==> src/rtl/io_port_responder.sv <==
// io_port_responder: I/O-bus peripheral for the RAT CPU. Holds LED and
// seven-segment registers, reads synchronized switches, and debounces an
// external event into a maskable, software-cleared interrupt.
// Ports:
//   CLK, RESET_N         clock, async active-low reset
//   PORT_ID, OUT_PORT    CPU address / write data
//   IO_STRB              one-cycle write strobe
//   IN_PORT              combinational read data
//   SWITCHES, EVENT      asynchronous board inputs
//   LEDS, SSEG_DATA      output registers
//   INTR                 interrupt request (pending & mask)
module io_port_responder #(
  parameter int         DEBOUNCE_CYCLES = 16,
  parameter logic [7:0] ID_SWITCHES     = 8'h20,
  parameter logic [7:0] ID_INT_CTRL     = 8'h30,
  parameter logic [7:0] ID_EVT_COUNT    = 8'h31,
  parameter logic [7:0] ID_LEDS         = 8'h40,
  parameter logic [7:0] ID_SSEG         = 8'h81
) (
  input  logic       CLK,
  input  logic       RESET_N,
  input  logic [7:0] PORT_ID,
  input  logic [7:0] OUT_PORT,
  input  logic       IO_STRB,
  output logic [7:0] IN_PORT,
  input  logic [7:0] SWITCHES,
  input  logic       EVENT,
  output logic [7:0] LEDS,
  output logic [7:0] SSEG_DATA,
  output logic       INTR
);

  localparam logic [1:0] ST_IDLE = 2'd0;
  localparam logic [1:0] ST_DEB  = 2'd1;
  localparam logic [1:0] ST_HELD = 2'd2;
  localparam logic [1:0] ST_REL  = 2'd3;

  localparam logic [15:0] CNT_LAST =
    16'(DEBOUNCE_CYCLES - 1);

  logic [7:0]  sw_meta;
  logic [7:0]  sw_sync;
  logic        ev_meta;
  logic        s;

  logic [1:0]  state;
  logic [1:0]  state_nxt;
  logic [15:0] cnt;
  logic [15:0] cnt_nxt;
  logic        accept;

  logic        mask;
  logic        pending;
  logic [7:0]  evt_cnt;
  logic [7:0]  leds_q;
  logic [7:0]  sseg_q;

  logic        wr_leds;
  logic        wr_sseg;
  logic        wr_ctrl;
  logic        clr;

  logic        rd_sw;
  logic        rd_ctrl;
  logic        rd_cnt;
  logic [7:0]  rd_data;

  // Two-flop synchronizers for both async inputs.
  always_ff @(posedge CLK or negedge RESET_N) begin
    if (!RESET_N) begin
      sw_meta <= '0;
      sw_sync <= '0;
      ev_meta <= 1'b0;
      s       <= 1'b0;
    end else begin
      sw_meta <= SWITCHES;
      sw_sync <= sw_meta;
      ev_meta <= EVENT;
      s       <= ev_meta;
    end
  end

  // Press and release each need DEBOUNCE_CYCLES
  // stable samples; accept fires on the press only.
  always_comb begin
    state_nxt = state;
    cnt_nxt   = cnt;
    accept    = 1'b0;
    case (state)
      ST_IDLE: begin
        if (s) begin
          state_nxt = ST_DEB;
          cnt_nxt   = '0;
        end
      end
      ST_DEB: begin
        if (!s) begin
          state_nxt = ST_IDLE;
        end else if (cnt == CNT_LAST) begin
          state_nxt = ST_HELD;
          accept    = 1'b1;
        end else begin
          cnt_nxt = cnt + 16'd1;
        end
      end
      ST_HELD: begin
        if (!s) begin
          state_nxt = ST_REL;
          cnt_nxt   = '0;
        end
      end
      ST_REL: begin
        if (s) begin
          state_nxt = ST_HELD;
        end else if (cnt == CNT_LAST) begin
          state_nxt = ST_IDLE;
        end else begin
          cnt_nxt = cnt + 16'd1;
        end
      end
      default: begin
        state_nxt = ST_IDLE;
        cnt_nxt   = '0;
      end
    endcase
  end

  always_ff @(posedge CLK or negedge RESET_N) begin
    if (!RESET_N) begin
      state <= ST_IDLE;
      cnt   <= '0;
    end else begin
      state <= state_nxt;
      cnt   <= cnt_nxt;
    end
  end

  assign wr_leds = IO_STRB && (PORT_ID == ID_LEDS);
  assign wr_sseg = IO_STRB && (PORT_ID == ID_SSEG);
  assign wr_ctrl = IO_STRB && (PORT_ID == ID_INT_CTRL);
  assign clr     = wr_ctrl && OUT_PORT[1];

  always_ff @(posedge CLK or negedge RESET_N) begin
    if (!RESET_N) begin
      leds_q <= '0;
      sseg_q <= '0;
      mask   <= 1'b0;
    end else begin
      if (wr_leds) leds_q <= OUT_PORT;
      if (wr_sseg) sseg_q <= OUT_PORT;
      if (wr_ctrl) mask   <= OUT_PORT[0];
    end
  end

  // A new event outranks a same-edge software clear
  // so no press is ever lost.
  always_ff @(posedge CLK or negedge RESET_N) begin
    if (!RESET_N) begin
      pending <= 1'b0;
      evt_cnt <= '0;
    end else begin
      if (accept) begin
        pending <= 1'b1;
        evt_cnt <= evt_cnt + 8'd1;
      end else if (clr) begin
        pending <= 1'b0;
      end
    end
  end

  assign rd_sw   = (PORT_ID == ID_SWITCHES);
  assign rd_ctrl = (PORT_ID == ID_INT_CTRL);
  assign rd_cnt  = (PORT_ID == ID_EVT_COUNT);

  always_comb begin
    rd_data = '0;
    unique case (1'b1)
      rd_sw:   rd_data = sw_sync;
      rd_ctrl: rd_data = {6'b0, pending, mask};
      rd_cnt:  rd_data = evt_cnt;
      default: rd_data = '0;
    endcase
  end

  assign IN_PORT   = rd_data;
  assign LEDS      = leds_q;
  assign SSEG_DATA = sseg_q;
  assign INTR      = pending & mask;

endmodule

==> config.mk <==
export PLATFORM = sky130hd
export DESIGN_NAME = io_port_responder
export DESIGN_NICKNAME = d
export VERILOG_FILES = /design/src/rtl/io_port_responder.sv
export SDC_FILE = /design/constraint.sdc
export NUM_CORES = 1
export LEC_CHECK = 0
export CORE_ASPECT_RATIO = 1.4
export CORE_MARGIN = 10
export CORE_UTILIZATION = 43
export DETAILED_ROUTE_END_ITERATION = 12
export PLACE_DENSITY = 0.68
export SYNTH_ARGS = -nofsm -noshare
export SYNTH_HDL_FRONTEND = slang
export SYNTH_SLANG_ARGS = --single-unit
export TNS_END_PERCENT = 1
==> constraint.sdc <==
create_clock -name CLK -period 2 [get_ports CLK]
set_input_delay 0.2 -clock CLK [delete_from_list [all_inputs] [get_ports CLK]]
set_output_delay 0.2 -clock CLK [all_outputs]
set_load 0.02 [all_outputs]
==> flow_metrics.py, run 1 <==
metrics = {
    "status": {
        "status": "finished, final reports clean",
    },
    "placed_design": {
        "dp_hpwl_um": 4306,
        "post_dp_cell_area_um2": 3413,
        "io_buffer_count": 52,
        "place.gp.congestion": 0.8609,
    },
    "layout": {
        "drive_above_1_share_pct": 16.61,
        "stdcell_area_um2": 3595,
        "final_common_cell": "dfrtp_1",
        "fillers": 536,
        "diodes": 0,
        "fin_nets": 339,
        "syn2layout_area_growth_pct": 32.40,
        "most-common-layout-cells": "dfrtp_1 (62), clkdlybuf4s50_1 (43), nor2_1 (22)",
    },
    "critical_path": {
        "crit_path_end_kind": "flip-flop",
        "critPathSlowestCell": "or3_1",
        "cp_max_fo": 5,
        "required_ps": 2250,
        "cp.arrival_ps": 2110,
        "startpoint_type": "flip-flop",
        "path_cells": "ha_2 -> buf_4 -> nand2_1 -> or3_1 -> or3_1 -> o211ai_1",
        "worst_path_largest_cell_delay_ps": 430,
        "path_common_cell": "or3_1",
        "r2r_cells": 6,
        "worstSetupPathType": "flip-flop to flip-flop",
    },
    "synth": {
        "yosys_most_used_dff": "dfrtp_1",
        "synthCells": 238,
        "netlist_top_cells_area": "dfrtp_1 (57%), mux2_2 (7.9%), nor2_1 (3.0%)",
        "syn_area_um2": 2715,
        "yosysSeqAreaShare_pct": 57.14,
        "async_flop_share_pct": 100.0,
        "yosysUniqueCellTypes": 38,
        "yosysWarnings": 0,
        "synth_edf_count": 0,
        "synth_seq_cells": 62,
        "synth_largest_area_cell": "dfrtp_1",
        "syn_area_per_cell_um2": 11.41,
        "synthDominantCellAreaShare_pct": 57.14,
        "syn_nets": 268,
    },
    "sta": {
        "hold_viol_final": 0,
        "setup_violations": 0,
        "slew_viol_final": 0,
        "rsz0062_at_grt": "no",
        "min_period_ps": 1864,
        "max_freq_ghz": 0.5365,
        "fin_skew_ps": 8.284,
        "period_share_pct": 93.19,
        "maxSlewHeadroom_pct": 61.74,
        "hold_slack_ps": 304.1,
        "worstMarginPinSlew_ps": 571.8,
    },
    "clock_network": {
        "cts_root_buffer": "clkbuf_8",
        "clock-sinks": 62,
        "clk-insertion-delay-late_ps": 330,
        "tritoncts": "built",
        "cts.htree.levels": 3,
        "cts_buffer_depth": 2,
        "numCtsBuffers": 9,
        "clkTransAtPathRegs_ps": 70,
    },
    "global_routing": {
        "grt_antenna_before_repair": 0,
        "grt_pass1_vias": 2166,
        "grt.total_usage_pct": 12.32,
        "grt_pass1_wl_um": 9887,
        "grt_overflow": 0,
        "grt_max_degree": 63,
    },
    "routing": {
        "dr.first_iter.drc_count": 111,
        "num_vias": 2072,
        "wire_per_inst_um": 15.21,
        "ant_nets": 0,
        "drc": 0,
        "drtPass1Iterations": 4,
        "drt_wl_total_um": 5855,
        "via_per_inst": 5.382,
    },
    "die": {
        "num_rows": 34,
        "design.portCount": 53,
        "floorplan.initialDensity_pct": 44.02,
        "core_um2": 6168,
        "die_w_um": 87.16,
        "die_area_um2": 9937,
        "die_h_um": 114.0,
    },
    "pwr": {
        "vdd_ir_drop_max_mv": 0.5740,
        "p_leak_uw": 0.001614,
        "power_density_nw_per_um2": 699.2,
    },
    "worst_hold_path": {
        "whs_path_depth": 1,
        "hp-class": "input port to flip-flop",
    },
    "run": {
        "drv_cap": 0,
    },
}
==> state kept, by name, summed over array words and instances (netlist names), named ones only <==
signal and flops:
cnt 16, LEDS 8, SSEG_DATA 8, evt_cnt 8, sw_meta 8, sw_sync 8
ev_meta 1, mask 1, pending 1, s 1, state 1
==> timing repair <==
action	CTS	global route
gates resized for setup	8	2
buffers inserted	0	1
hold buffers	1	0
endpoints found under the hold margin	62	0
setup endpoints to repair	8	6
pin swaps	0	1
==> cell usage after synthesis, types with 2 or more instances <==
cell type  instances
xor2_1             8
or3_1              5
mux2i_1            4
xnor2_1            5
nor4b_1            2
o211ai_1           2
and3_1             3
a21oi_1            8
inv_1              5
dfrtp_1           62
and2_1             5
a31oi_1            3
or4_1              2
nand3_1           13
and4_1             3
nand2_1           10
nand4_1            8
ha_1               2
o21ai_0            6
a22oi_1            6
buf_2              2
nor4bb_1           2
clkbuf_1           4
nor2_1            22
nor3_1            11
nor4_1             4
nand4b_1           2
mux2_2            19
==> cell families (layout without fill, tap and decap cells) <==
group / after synthesis / count (layout) / synth area share (%)
simple gates: 97 / 97 / 19.59
flops: 62 / 62 / 57.14
compound gates: 28 / 28 / 6.406
mux: 23 / 23 / 9.355
xor+xnor: 14 / 14 / 4.793
buf+inv: 12 / 87 / 1.797
fa+ha+maj: 2 / 2 / 0.9215
==> power by group <==
part	switching, uW	total [uW]	internal, uW
registers	41.7	1340	1300
logic	111	243	132
clock network	455	927	472
total	608	2510	1910
==> worst max-delay path, delay by kind of cell (launching register included) <==
family | cells | cell delay [ps]
buf+inv | 1 | 130
fa+ha+maj | 1 | 240
compound gates | 1 | 170
flops | 1 | 400
simple gates | 3 | 840
==> path summary, 6_finish.rpt <==
kind	startpoint	endpoint	slack [ps]
setup / recovery	cnt[0]	cnt[14]	140
hold / removal	SWITCHES[6]	sw_meta[6]	300
setup reg to reg	cnt[0]	cnt[14]	140
hold reg to reg	sw_meta[2]	sw_sync[2]	350
max in group asynchronous	RESET_N	evt_cnt[4]	1330
min in group asynchronous	RESET_N	SSEG_DATA[4]	400
==> stage by stage <==
stage | setup WS (ps) | util [%] | power (uW) | std cells | setup TNS, ps
floorplan | 269.2 | - | 1460 | 238 | 0
global placement | -64.75 | 55.33 | 1602 | 368 | -472.9
detailed placement | -98.70 | 55.33 | 1611 | 368 | -675.0
CTS | 74.01 | 58.01 | 2552 | 384 | 0
global route | 10.31 | 58.28 | 2636 | 385 | 0
finish | 136.1 | 58.28 | 2514 | 385 | 0
==> layout make-up <==
class                   instances  area (um^2)  share of cell area [%]
well taps                      72        90.09                   2.506
inverters                       5        18.77                  0.5221
repair buffers                 67        645.6                   17.96
clock buffers                  11        141.4                   3.933
clock inverters                 4        23.77                  0.6613
flip-flops and latches         62         1551                   43.16
multi-input cells             164         1124                   31.26
==> routing by layer <==
metal | up-vias | part of all wire (%) | global-route usage [%]
met5 | - | 0 | 0
met4 | 0 | 1.7 | 6.716
met2 | 53 | 47 | 19.30
met1 | 1003 | 45 | 14.78
met3 | 9 | 6.3 | 3.566
li1 | 1007 | - | -
(Power assumes the default switching activity.)
==> run 2, diff against run 1 <==
--- a/config.mk
+++ b/config.mk
@@ -10,6 +10,7 @@
 export CORE_UTILIZATION = 43
 export DETAILED_ROUTE_END_ITERATION = 12
 export PLACE_DENSITY = 0.68
+export RECOVER_POWER = 25
 export SYNTH_ARGS = -nofsm -noshare
 export SYNTH_HDL_FRONTEND = slang
 export SYNTH_SLANG_ARGS = --single-unit
==> run 2 against run 1 <==
Against the previous run: maximum frequency hardly changed; total power is 0.28% lower; highest routed layer unchanged; first-iteration DRC count rose by 3.6%; via count barely moved.
==> flow_metrics.py, run 2 (synthesis gave the netlist of run 1 again) <==
metrics = {
    "pwr": {
        "clockPowerShare_pct": 37.0,
        "seq_power_share_pct": 53.6,
        "p_int_uw": 1899,
        "power_density_nw_per_um2": 700.2,
        "p_sw_share_pct": 24.24,
        "p_leak_uw": 0.001611,
        "vdd_ir_drop_max_mv": 0.5725,
        "power_frac_comb_pct": 9.4,
        "p_switching_uw": 607.5,
    },
    "sta": {
        "fin_skew_ps": 8.568,
        "slew_viol_final": 0,
        "setup_violations": 0,
        "hold_viol_final": 0,
        "setup_slack_ps": 136.2,
        "max_freq_ghz": 0.5365,
        "maxSlewHeadroom_pct": 12.42,
        "min_period_ps": 1864,
        "period_share_pct": 93.19,
        "worstMarginPinSlew_ps": 1314,
        "rsz0062_at_grt": "no",
        "tns_ps": 0,
        "hold_slack_ps": 351.8,
    },
    "critical_path": {
        "worstSetupPathType": "flip-flop to flip-flop",
        "required_ps": 2250,
        "cp_max_fo": 5,
        "cp.arrival_ps": 2110,
        "crit_path_end_kind": "flip-flop",
        "startpoint_type": "flip-flop",
    },
    "worst_hold_path": {
        "hp-class": "flip-flop to flip-flop",
    },
    "clock_network": {
        "numCtsBuffers": 9,
        "cts_root_buffer": "clkbuf_8",
        "cts_buffer_depth": 2,
        "cts.htree.levels": 3,
        "clk-insertion-delay-late_ps": 330,
        "clock-sinks": 62,
        "clkTransAtPathRegs_ps": 70,
        "tritoncts": "built",
    },
    "layout": {
        "most-common-layout-cells": "dfrtp_1 (62), clkdlybuf4s50_1 (34), nor2_1 (22)",
        "multiInputGateArea_um2": 1124,
        "fillers": 538,
        "top_register": "cnt",
        "seq_area_um2": 1551,
        "fin_nets": 339,
        "final_common_cell": "dfrtp_1",
        "drive_above_1_share_pct": 16.61,
        "syn2layout_area_growth_pct": 31.84,
        "largest_reg_flops": 16,
        "diodes": 0,
    },
    "placed_design": {
        "place.gp.congestion": 0.8609,
        "dp_hpwl_um": 4306,
        "dp_slack_ps": -98.70,
        "io_buffer_count": 52,
    },
    "routing": {
        "dr.first_iter.drc_count": 115,
        "wire_per_inst_um": 15.19,
        "drt_wl_total_um": 5848,
        "drtPass1Iterations": 4,
        "num_vias": 2073,
        "ant_nets": 0,
        "drc": 0,
        "via_per_inst": 5.384,
    },
    "die": {
        "die_area_um2": 9937,
        "core_um2": 6168,
        "floorplan.initialDensity_pct": 44.02,
        "die_h_um": 114.0,
        "num_rows": 34,
        "die_w_um": 87.16,
        "design.portCount": 53,
    },
    "global_routing": {
        "grt_pass1_vias": 2166,
        "grt_max_degree": 63,
        "grt.total_usage_pct": 12.32,
        "grt_overflow": 0,
        "grt_pass1_wl_um": 9887,
        "grt_antenna_before_repair": 0,
    },
    "status": {
        "status": "finished, final reports clean",
    },
    "run": {
        "drv_cap": 0,
    },
}
run 2: cell count changes in the layout (fill, tap and decap cells not counted), sizes merged:
cell,delta
clkdlybuf4s50,-9
dlygate4sd3,+9
run 2: routing by layer:
metal  wire, um  vias to the layer above  track usage (%)
li1           -                     1007                -
met1       2653                     1003            14.78
met2       2734                       55            19.30
met3        371                        8            3.566
met4         89                        0            6.716
met5          0                        -                0
run 2: final timing paths:
check	cells after the start	start	slack, ps	to
setup / recovery	6	cnt[0]	140	cnt[14]
hold / removal	0	sw_meta[2]	350	sw_sync[2]
setup reg to reg	6	cnt[0]	140	cnt[14]
hold reg to reg	0	sw_meta[2]	350	sw_sync[2]
max in group asynchronous	3	RESET_N	410	evt_cnt[4]
min in group asynchronous	3	RESET_N	790	SSEG_DATA[4]
run 2: through the flow:
stage	total power [uW]	util [%]	instance area, um^2	instances
finish	2507	58.03	3580	385
global route	2628	58.03	3580	385
floorplan	1460	-	2715	238
detailed placement	1611	55.33	3413	368
global placement	1602	55.33	3413	368
CTS	2552	58.01	3578	384
run 2: power groups by stage:
stage / Sequential, uW / Combinational, uW / Clock (uW)
final: 1340 / 235 / 927
after global routing: 1350 / 262 / 1020
after CTS: 1340 / 247 / 962
after detailed placement: 1370 / 244 / 0
after global placement: 1360 / 239 / 0
after floorplan: 1360 / 96.2 / 0
run 2: final cells by class:
type,count,share of cell area (%)
Inverter,5,0.5243
Multi-Input combinational cell,164,31.39
Timing Repair Buffer,67,17.62
Clock inverter,4,0.6641
Clock buffer,11,3.950
Sequential cell,62,43.34
Tap cell,72,2.517
run 2: critical path, stage by stage, from the launching register on:
cell and delay [ps]:
dfrtp_1 400, ha_2 240, buf_4 130, nand2_1 90, or3_1 430, or3_1 320, o211ai_1 170
run 2: timing repair:
| item | 4_1_cts | 5_1_grt |
|---|---|---|
| hold endpoints to repair | 62 | 0 |
| hold buffers | 1 | 0 |
| endpoints found under the setup margin | 8 | 6 |
| pin swaps | 0 | 1 |
| gates resized for setup | 8 | 2 |
| buffers inserted | 0 | 1 |
| cloned | 0 | 0 |
